`src/rtl/mem_bus_arbiter_if.sv`:
```
// Bundle of both requester ports plus the shared slave port of the memory bus arbiter.
// The slave modport is the arbiter's view; master is the requesters-plus-memory side.
interface mem_bus_arbiter_if #(
    parameter int AW = 64,
    parameter int DW = 64
);
    localparam int MW = DW / 8;

    logic          if_request;
    logic          if_a_valid;
    logic          if_a_ready;
    logic [2:0]    if_a_opcode;
    logic [AW-1:0] if_a_address;
    logic [DW-1:0] if_a_data;
    logic [MW-1:0] if_a_mask;
    logic          if_d_valid;
    logic          if_d_ready;
    logic [DW-1:0] if_d_data;
    logic          if_d_denied;

    logic          ma_request;
    logic          ma_a_valid;
    logic          ma_a_ready;
    logic [2:0]    ma_a_opcode;
    logic [AW-1:0] ma_a_address;
    logic [DW-1:0] ma_a_data;
    logic [MW-1:0] ma_a_mask;
    logic          ma_d_valid;
    logic          ma_d_ready;
    logic [DW-1:0] ma_d_data;
    logic          ma_d_denied;

    logic          s_a_valid;
    logic          s_a_ready;
    logic [2:0]    s_a_opcode;
    logic [AW-1:0] s_a_address;
    logic [DW-1:0] s_a_data;
    logic [MW-1:0] s_a_mask;
    logic          s_d_valid;
    logic          s_d_ready;
    logic [DW-1:0] s_d_data;
    logic          s_d_denied;

    logic          grant_if;
    logic          grant_ma;
    logic          busy;

    modport slave (
        input  if_request, if_a_valid, if_a_opcode, if_a_address, if_a_data, if_a_mask, if_d_ready,
        output if_a_ready, if_d_valid, if_d_data, if_d_denied,
        input  ma_request, ma_a_valid, ma_a_opcode, ma_a_address, ma_a_data, ma_a_mask, ma_d_ready,
        output ma_a_ready, ma_d_valid, ma_d_data, ma_d_denied,
        output s_a_valid, s_a_opcode, s_a_address, s_a_data, s_a_mask, s_d_ready,
        input  s_a_ready, s_d_valid, s_d_data, s_d_denied,
        output grant_if, grant_ma, busy
    );

    modport master (
        output if_request, if_a_valid, if_a_opcode, if_a_address, if_a_data, if_a_mask, if_d_ready,
        input  if_a_ready, if_d_valid, if_d_data, if_d_denied,
        output ma_request, ma_a_valid, ma_a_opcode, ma_a_address, ma_a_data, ma_a_mask, ma_d_ready,
        input  ma_a_ready, ma_d_valid, ma_d_data, ma_d_denied,
        input  s_a_valid, s_a_opcode, s_a_address, s_a_data, s_a_mask, s_d_ready,
        output s_a_ready, s_d_valid, s_d_data, s_d_denied,
        input  grant_if, grant_ma, busy
    );
endinterface

```
`src/rtl/mem_bus_arbiter.sv`:
```
// Two-master (fetch/memory-access) to one-slave arbiter, one transaction in flight, ma-priority with fetch anti-starvation.
// Grant 1 cycle after eligibility, then A and D pass through combinationally; slave ready/valid stall the owner only.
module mem_bus_arbiter #(
    parameter int AW         = 64,
    parameter int DW         = 64,
    parameter int STARVE_MAX = 4
) (
    input  logic             clk,
    input  logic             rst,
    input  logic             clear,
    mem_bus_arbiter_if.slave bus
);
    localparam int CW = $clog2(STARVE_MAX + 1);
    localparam logic [CW-1:0] STARVE_LIM = CW'(STARVE_MAX);

    typedef enum logic [1:0] {
        IDLE = 2'd0,
        ADDR = 2'd1,
        RESP = 2'd2
    } state_t;

    state_t        state_q, state_d;
    logic          grant_if_q, grant_if_d;
    logic          grant_ma_q, grant_ma_d;
    logic [CW-1:0] starve_cnt_q, starve_cnt_d;

    logic if_elig, ma_elig;
    logic pick_if, pick_ma;
    logic in_addr, in_resp;
    logic own_request, own_a_valid, own_d_ready;
    logic kill_fetch, s_a_valid_int, a_fire, s_d_ready_int, d_fire;

    always_comb begin
        if_elig     = bus.if_request & bus.if_a_valid;
        ma_elig     = bus.ma_request & bus.ma_a_valid;
        in_addr     = (state_q == ADDR);
        in_resp     = (state_q == RESP);
        own_request = (grant_if_q & bus.if_request) | (grant_ma_q & bus.ma_request);
        own_a_valid = (grant_if_q & bus.if_a_valid) | (grant_ma_q & bus.ma_a_valid);
        own_d_ready = (grant_if_q & bus.if_d_ready) | (grant_ma_q & bus.ma_d_ready);
        // A flush abandons an un-accepted fetch; the slave must never see it that cycle.
        kill_fetch    = in_addr & grant_if_q & clear;
        s_a_valid_int = in_addr & own_a_valid & ~kill_fetch;
        a_fire        = s_a_valid_int & bus.s_a_ready;
        s_d_ready_int = in_resp & own_d_ready;
        d_fire        = s_d_ready_int & bus.s_d_valid;
    end

    always_comb begin
        bus.s_a_valid   = s_a_valid_int;
        bus.s_d_ready   = s_d_ready_int;
        bus.if_a_ready  = in_addr & grant_if_q & bus.s_a_ready & ~kill_fetch;
        bus.ma_a_ready  = in_addr & grant_ma_q & bus.s_a_ready;
        bus.if_d_valid  = in_resp & grant_if_q & bus.s_d_valid;
        bus.ma_d_valid  = in_resp & grant_ma_q & bus.s_d_valid;
        bus.if_d_data   = (in_resp & grant_if_q) ? bus.s_d_data : '0;
        bus.ma_d_data   = (in_resp & grant_ma_q) ? bus.s_d_data : '0;
        bus.if_d_denied = in_resp & grant_if_q & bus.s_d_denied;
        bus.ma_d_denied = in_resp & grant_ma_q & bus.s_d_denied;
        bus.grant_if    = grant_if_q;
        bus.grant_ma    = grant_ma_q;
        bus.busy        = (state_q != IDLE);
    end

    always_comb begin
        bus.s_a_opcode  = '0;
        bus.s_a_address = '0;
        bus.s_a_data    = '0;
        bus.s_a_mask    = '0;
        if (grant_if_q) begin
            bus.s_a_opcode  = bus.if_a_opcode;
            bus.s_a_address = bus.if_a_address;
            bus.s_a_data    = bus.if_a_data;
            bus.s_a_mask    = bus.if_a_mask;
        end else if (grant_ma_q) begin
            bus.s_a_opcode  = bus.ma_a_opcode;
            bus.s_a_address = bus.ma_a_address;
            bus.s_a_data    = bus.ma_a_data;
            bus.s_a_mask    = bus.ma_a_mask;
        end
    end

    always_comb begin
        state_d      = state_q;
        grant_if_d   = grant_if_q;
        grant_ma_d   = grant_ma_q;
        starve_cnt_d = starve_cnt_q;
        pick_if      = 1'b0;
        pick_ma      = 1'b0;
        unique case (state_q)
            IDLE: begin
                pick_if    = if_elig & ~clear & (~ma_elig | (starve_cnt_q == STARVE_LIM));
                pick_ma    = ma_elig & ~pick_if;
                grant_if_d = pick_if;
                grant_ma_d = pick_ma;
                if (pick_if | pick_ma) begin
                    state_d = ADDR;
                end
                if (pick_if) begin
                    starve_cnt_d = '0;
                end else if (pick_ma & if_elig & (starve_cnt_q != STARVE_LIM)) begin
                    starve_cnt_d = starve_cnt_q + CW'(1);
                end
            end
            ADDR: begin
                if (a_fire) begin
                    state_d = RESP;
                end else if (~own_request | kill_fetch) begin
                    state_d    = IDLE;
                    grant_if_d = 1'b0;
                    grant_ma_d = 1'b0;
                end
            end
            RESP: begin
                if (d_fire) begin
                    state_d    = IDLE;
                    grant_if_d = 1'b0;
                    grant_ma_d = 1'b0;
                end
            end
            default: begin
                state_d    = IDLE;
                grant_if_d = 1'b0;
                grant_ma_d = 1'b0;
            end
        endcase
    end

    always_ff @(posedge clk or posedge rst) begin
        if (rst) begin
            state_q      <= IDLE;
            grant_if_q   <= 1'b0;
            grant_ma_q   <= 1'b0;
            starve_cnt_q <= '0;
        end else begin
            state_q      <= state_d;
            grant_if_q   <= grant_if_d;
            grant_ma_q   <= grant_ma_d;
            starve_cnt_q <= starve_cnt_d;
        end
    end
endmodule

```
`src/flat_wrapper.sv`:
```
// flat-port wrapper written by rule: the top's interface ports become plain ports
module mem_bus_arbiter_flat 
#(
    parameter int AW         = 64,
    parameter int DW         = 64,
    parameter int STARVE_MAX = 4
)
  (clk, rst, clear, bus_if_request, bus_if_a_valid, bus_if_a_opcode, bus_if_a_address, bus_if_a_data, bus_if_a_mask, bus_if_d_ready, bus_if_a_ready, bus_if_d_valid, bus_if_d_data, bus_if_d_denied, bus_ma_request, bus_ma_a_valid, bus_ma_a_opcode, bus_ma_a_address, bus_ma_a_data, bus_ma_a_mask, bus_ma_d_ready, bus_ma_a_ready, bus_ma_d_valid, bus_ma_d_data, bus_ma_d_denied, bus_s_a_valid, bus_s_a_opcode, bus_s_a_address, bus_s_a_data, bus_s_a_mask, bus_s_d_ready, bus_s_a_ready, bus_s_d_valid, bus_s_d_data, bus_s_d_denied, bus_grant_if, bus_grant_ma, bus_busy);
  mem_bus_arbiter_if #(.AW(AW), .DW(DW)) bus_i ();
  input  logic clk;
  input  logic rst;
  input  logic clear;
  input wire logic [$bits(bus_i.if_request)-1:0] bus_if_request;
  input wire logic [$bits(bus_i.if_a_valid)-1:0] bus_if_a_valid;
  input wire logic [$bits(bus_i.if_a_opcode)-1:0] bus_if_a_opcode;
  input wire logic [$bits(bus_i.if_a_address)-1:0] bus_if_a_address;
  input wire logic [$bits(bus_i.if_a_data)-1:0] bus_if_a_data;
  input wire logic [$bits(bus_i.if_a_mask)-1:0] bus_if_a_mask;
  input wire logic [$bits(bus_i.if_d_ready)-1:0] bus_if_d_ready;
  output wire logic [$bits(bus_i.if_a_ready)-1:0] bus_if_a_ready;
  output wire logic [$bits(bus_i.if_d_valid)-1:0] bus_if_d_valid;
  output wire logic [$bits(bus_i.if_d_data)-1:0] bus_if_d_data;
  output wire logic [$bits(bus_i.if_d_denied)-1:0] bus_if_d_denied;
  input wire logic [$bits(bus_i.ma_request)-1:0] bus_ma_request;
  input wire logic [$bits(bus_i.ma_a_valid)-1:0] bus_ma_a_valid;
  input wire logic [$bits(bus_i.ma_a_opcode)-1:0] bus_ma_a_opcode;
  input wire logic [$bits(bus_i.ma_a_address)-1:0] bus_ma_a_address;
  input wire logic [$bits(bus_i.ma_a_data)-1:0] bus_ma_a_data;
  input wire logic [$bits(bus_i.ma_a_mask)-1:0] bus_ma_a_mask;
  input wire logic [$bits(bus_i.ma_d_ready)-1:0] bus_ma_d_ready;
  output wire logic [$bits(bus_i.ma_a_ready)-1:0] bus_ma_a_ready;
  output wire logic [$bits(bus_i.ma_d_valid)-1:0] bus_ma_d_valid;
  output wire logic [$bits(bus_i.ma_d_data)-1:0] bus_ma_d_data;
  output wire logic [$bits(bus_i.ma_d_denied)-1:0] bus_ma_d_denied;
  output wire logic [$bits(bus_i.s_a_valid)-1:0] bus_s_a_valid;
  output wire logic [$bits(bus_i.s_a_opcode)-1:0] bus_s_a_opcode;
  output wire logic [$bits(bus_i.s_a_address)-1:0] bus_s_a_address;
  output wire logic [$bits(bus_i.s_a_data)-1:0] bus_s_a_data;
  output wire logic [$bits(bus_i.s_a_mask)-1:0] bus_s_a_mask;
  output wire logic [$bits(bus_i.s_d_ready)-1:0] bus_s_d_ready;
  input wire logic [$bits(bus_i.s_a_ready)-1:0] bus_s_a_ready;
  input wire logic [$bits(bus_i.s_d_valid)-1:0] bus_s_d_valid;
  input wire logic [$bits(bus_i.s_d_data)-1:0] bus_s_d_data;
  input wire logic [$bits(bus_i.s_d_denied)-1:0] bus_s_d_denied;
  output wire logic [$bits(bus_i.grant_if)-1:0] bus_grant_if;
  output wire logic [$bits(bus_i.grant_ma)-1:0] bus_grant_ma;
  output wire logic [$bits(bus_i.busy)-1:0] bus_busy;
  assign bus_i.if_request = bus_if_request;
  assign bus_i.if_a_valid = bus_if_a_valid;
  assign bus_i.if_a_opcode = bus_if_a_opcode;
  assign bus_i.if_a_address = bus_if_a_address;
  assign bus_i.if_a_data = bus_if_a_data;
  assign bus_i.if_a_mask = bus_if_a_mask;
  assign bus_i.if_d_ready = bus_if_d_ready;
  assign bus_if_a_ready = bus_i.if_a_ready;
  assign bus_if_d_valid = bus_i.if_d_valid;
  assign bus_if_d_data = bus_i.if_d_data;
  assign bus_if_d_denied = bus_i.if_d_denied;
  assign bus_i.ma_request = bus_ma_request;
  assign bus_i.ma_a_valid = bus_ma_a_valid;
  assign bus_i.ma_a_opcode = bus_ma_a_opcode;
  assign bus_i.ma_a_address = bus_ma_a_address;
  assign bus_i.ma_a_data = bus_ma_a_data;
  assign bus_i.ma_a_mask = bus_ma_a_mask;
  assign bus_i.ma_d_ready = bus_ma_d_ready;
  assign bus_ma_a_ready = bus_i.ma_a_ready;
  assign bus_ma_d_valid = bus_i.ma_d_valid;
  assign bus_ma_d_data = bus_i.ma_d_data;
  assign bus_ma_d_denied = bus_i.ma_d_denied;
  assign bus_s_a_valid = bus_i.s_a_valid;
  assign bus_s_a_opcode = bus_i.s_a_opcode;
  assign bus_s_a_address = bus_i.s_a_address;
  assign bus_s_a_data = bus_i.s_a_data;
  assign bus_s_a_mask = bus_i.s_a_mask;
  assign bus_s_d_ready = bus_i.s_d_ready;
  assign bus_i.s_a_ready = bus_s_a_ready;
  assign bus_i.s_d_valid = bus_s_d_valid;
  assign bus_i.s_d_data = bus_s_d_data;
  assign bus_i.s_d_denied = bus_s_d_denied;
  assign bus_grant_if = bus_i.grant_if;
  assign bus_grant_ma = bus_i.grant_ma;
  assign bus_busy = bus_i.busy;
  mem_bus_arbiter #(.AW(AW), .DW(DW), .STARVE_MAX(STARVE_MAX)) u_core (.clk(clk), .rst(rst), .clear(clear), .bus(bus_i));
endmodule
```
`config.mk`:
```
export PLATFORM = sky130hd
export DESIGN_NAME = mem_bus_arbiter_flat
export DESIGN_NICKNAME = d
export VERILOG_FILES = /design/src/rtl/mem_bus_arbiter_if.sv /design/src/rtl/mem_bus_arbiter.sv /design/src/flat_wrapper.sv
export SDC_FILE = /design/constraint.sdc
export NUM_CORES = 1
export LEC_CHECK = 0
export CAP_MARGIN = 20
export CORE_AREA = 2 2 247 249
export DETAILED_ROUTE_END_ITERATION = 6
export DIE_AREA = 0 0 249 251
export PLACE_DENSITY_LB_ADDON = 0.15
export SLEW_MARGIN = 20
export SYNTH_ARGS = -nofsm -noshare
export SYNTH_HDL_FRONTEND = slang
export SYNTH_SLANG_ARGS = --single-unit
```
`constraint.sdc`:
```
create_clock -name clk -period 4.7 [get_ports clk]
set_input_delay 1.41 -clock clk [delete_from_list [all_inputs] [get_ports clk]]
set_output_delay 1.41 -clock clk [all_outputs]
set_load 0.1 [all_outputs]
```
# Yosys cells after proc, flatten, opt, wreduce, memory -nomap -nowiden
# Cells that the tools add are included.
# Widths: inputs -> output; s select.
# word_totals
regBits	7
ramBits	0
mem_count	0
elab_cells	83
inputBits	354
latchBits	0
romBits	0
# classes
muxes	22
shift	0
mul	0
magnitude_cmp	0
div	0
bitwise_logic	41
n_reduce_logical	6
add_sub_neg	1
n_eq_ne	9
# ops
op	count
$mux 64	6
$and 1x1->1	30
$mux 8	2
$mux 3	4
$mux 2	4
$ne 2x2->1 const B	3
$ne 3x3->1 const B	2
$or 1x1->1	6
$pmux 1 s3	2
$pmux 2 s3	1
$reduce_and 3->1	2
$not 1->1	5
$reduce_bool 2->1	2
$add 3x1->3 const B	1
$eq 3x3->1 const B	1
$mux 1	3
$eq 2x1->1 const B	1
$eq 2x2->1 const B	1
$logic_not 2->1	1
$ne 2x1->1 const B	1
$reduce_and 2->1	1

# Logic depth before layout (Yosys ltp)
# logic_depth
ltp_word	10
ltp_mapped	6
depth_no_buf	6

# Least setup slack after synthesis
# OpenSTA, ideal clock, no wires.
# synth_path
path_type	input -> output
from	in bus_if_d_ready
to	out bus_s_d_ready
n_path_buf	0
path_stages	2
arrival_ns	2.841
path_slack_ns	0.449
t_required_ns	3.290
cell_sequence	a22oi_1 > nor2b_1
# synth_via
elab_chain_cells	3
# synth_lines
element	line_no	text
start, declared	flat_wrapper.sv:19	input wire logic [$bits(bus_i.if_d_ready)-1:0] bus_if_d_ready;
$and 1x1->1	mem_bus_arbiter.sv:40	own_d_ready = (grant_if_q & bus.if_d_ready) | (grant_ma_q & bus.ma_d_ready);
$or 1x1->1	mem_bus_arbiter.sv:40	
$and 1x1->1	mem_bus_arbiter.sv:45	s_d_ready_int = in_resp & own_d_ready;
end, declared	flat_wrapper.sv:40	output wire logic [$bits(bus_i.s_d_ready)-1:0] bus_s_d_ready;
# No other way between the ends.

# Worst setup path in the final report
# layout_path
from	in bus_if_a_valid
to	out bus_s_a_valid
# layout_via
elab_chain_cells	4
# layout_lines
element	line_no	text
start, declared	flat_wrapper.sv:14	input wire logic [$bits(bus_i.if_a_valid)-1:0] bus_if_a_valid;
$and 1x1->1	mem_bus_arbiter.sv:39	own_a_valid = (grant_if_q & bus.if_a_valid) | (grant_ma_q & bus.ma_a_valid);
$or 1x1->1	mem_bus_arbiter.sv:39	
$and 1x1->1 (2 in a row)	mem_bus_arbiter.sv:43	s_a_valid_int = in_addr & own_a_valid & ~kill_fetch;
end, declared	flat_wrapper.sv:35	output wire logic [$bits(bus_i.s_a_valid)-1:0] bus_s_a_valid;
# No other way between the ends.

==> impl_metrics.tcl <==
set metrics [dict create \
    status "complete, no violations" \
    rows 90 \
    fp.coreArea_sq_mm 0.05979 \
    end_kind "output pin" \
    setup_violations 0 \
    fin_cells 1765 \
    area_delta_synth_final_pct 259.5 \
    clk_pin_slew_ns 0.04 \
    synth_fp_nets 745 \
    yosys_warnings 0 \
    netlist.top_cell.by_area "a22o_1" \
    worstPathArrival_ns 2.76 \
    dieArea_sq_mm 0.06250 \
    globalplace.congestion 0.7726 \
    crit_required_ns 3.29 \
    drive_above_1_share 0.3194 \
    seq_area_frac_synth 0.05797 \
    ys.flop_type "dfrtp_1" \
    io-pin-count 632 \
    r2r_slack_ns 2.80 \
    peakVddDrop_mv 0.1224 \
    synth_commonest_cells "a22o_1, and3_1, clkbuf_1" \
    synth-async-reset-ratio 1.000 \
    timing.rr.end "u_core.state_q[1]" \
    route.detailed.drc 0 \
    postCtsSetupBuffers 0 \
    grt_pass1_vias 5982 \
    cts_buffers 3 \
    crit_fanout 4 \
    hpwl_microns 32430 \
    first_pass_iters 4 \
    grt_max_degree 125 \
    portBuffers 631 \
    grt-ovfl-total 0 \
    cts_sinks 7 \
    final-hold-violation-count 0 \
    p_leak_nw 4.898 \
    rsz0062_at_grt "false" \
    antenna_found_initial 6 \
    post-synth-top-count-cell "a22o_1" \
    synth_top_cell_area_share 0.4116 \
    drv_slew 0 \
    synth_seq_cells 7 \
    clock-root-buffer "clkbuf_16" \
    fin_setup_tns_ns 0 \
    cts_tree "yes" \
    wl_per_cell_microns 21.48 \
    crit_type "in -> out" \
    dpl-instance-area_sq_mm 0.01078 \
    seq_area_sq_um 180.2 \
    powerDensity_mw_per_mm2 240.9 \
    synth_area_sq_mm 0.003022 \
    avgSynthCellArea_sq_um 7.768 \
    grt_pass1_wl_microns 50360 \
    timing.final.crit_share 0.8866 \
    clock_path_buffers 2 \
    design_area_sq_mm 0.01086 \
    slew-limit-headroom 0.3463 \
    multi_input_area_sq_mm 0.002391 \
    finalPower_w 0.002617 \
    synthTopCellsByArea "a22o_1, and3_1, dfrtp_1" \
    period_needed_ns 4.167 \
    hold_class "reg -> reg" \
    synth_cells 389 \
    routed_wl_microns 37910 \
    finalClockSkew_ns 0.0005789 \
    dp.cells 1758 \
    timing.rr.start "u_core.bus.grant_ma" \
    vias_per_cell 3.312 \
    die_x_microns 249 \
    nets 1337 \
    clk_latency_ns 0.23 \
    synth-edff-count 0 \
    htree_num_levels 1 \
    worstSetupStartpoint "bus_if_a_valid" \
    worstMarginPinSlew_ns 0.9775 \
    max_cap_violations 0 \
    ff2ff_path_depth 5 \
    postCtsHoldBufs 0 \
    start_util 0.05053 \
    vias 5845 \
    cts_resized 0 \
    grt_util_all_layers 0.1129 \
    endpoint "bus_s_a_valid" \
    crit_path_start_kind "primary input" \
    synth.distinct_cells 40 \
    fp.dieH_microns 251 \
    drtIter0Drc 353 \
    fill_cells 6651 \
    drtAntennaViolNets 0 \
    max_freq_ghz 0.2400 \
]
worst min path at each step:
stage	endpoint	from	cells after the start	slack (ns)
after floorplan	u_core.starve_cnt_q[1]	u_core.starve_cnt_q[1]	1	0.50
after global placement	u_core.starve_cnt_q[1]	u_core.starve_cnt_q[1]	1	0.53
after detailed placement	u_core.starve_cnt_q[1]	u_core.starve_cnt_q[1]	1	0.54
after CTS	u_core.starve_cnt_q[1]	u_core.starve_cnt_q[1]	1	0.55
after global routing	u_core.starve_cnt_q[1]	u_core.starve_cnt_q[1]	1	0.55
final	u_core.starve_cnt_q[1]	u_core.starve_cnt_q[1]	1	0.55
cell families after synthesis:
group / after synthesis / share of synthesized area
compound gates: 154 / 0.4497
fa+ha+maj: 2 / 0.008280
buf+inv: 67 / 0.1524
flops: 7 / 0.05797
mux: 2 / 0.007039
simple gates: 157 / 0.3246
where the power goes:
part           total (W)  internal (W)  switching, W
logic            0.00238      0.000840       0.00154
clock network   0.000145      0.000113     0.0000321
registers      0.0000912     0.0000755     0.0000157
total            0.00262       0.00103       0.00159
worst max-delay path: stages:
cell and delay, ns:
clkdlybuf4s50_1 0.55, a22o_1 0.28, and3_1 0.30, buf_12 0.20
cell type report:
type / count / area share
diodes: 3 / 0.0006910
clock buffers: 4 / 0.007256
repair buffers: 649 / 0.6636
flip-flops and latches: 7 / 0.01658
inverters: 5 / 0.001728
well taps: 782 / 0.09006
multi-input cells: 315 / 0.2201
through the flow:
step,util,setup WS [ns],hold WS [ns]
after floorplan,-,0.4489,0.5000
after global placement,0.1802,0.5392,0.5266
after detailed placement,0.1802,0.5282,0.5388
after CTS,0.1816,0.5044,0.5468
after global routing,0.1816,0.4663,0.5533
final,0.1817,0.5331,0.5466
metal layers:
| metal | track usage | routed length, microns |
|---|---|---|
| met4 | 0.01403 | 479 |
| met3 | 0.03852 | 3371 |
| met5 | 0 | 41 |
| met1 | 0.1237 | 14380 |
| met2 | 0.2139 | 19630 |
registers in the layout, indices dropped and copies added (netlist names):
name                 count
u_core.bus.grant_if      1
u_core.bus.grant_ma      1
u_core.starve_cnt_q      3
u_core.state_q           2
cell usage in the layout (no fill, tap or decap), types with 2 or more instances in the layout:
cell,synthesis,layout
a22o_1,142,142
and3_1,131,131
and3_2,3,3
buf_12,1,116
buf_4,4,179
clkbuf_16,0,3
clkdlybuf4s50_1,0,354
dfrtp_1,7,5
diode_2,0,3
ha_1,2,2
inv_1,5,5
nand2_1,8,8
nand3_1,2,2
nor2_1,2,2
nor2b_1,2,2
nor2b_4,1,2
Power figures use the tool's default switching activity.
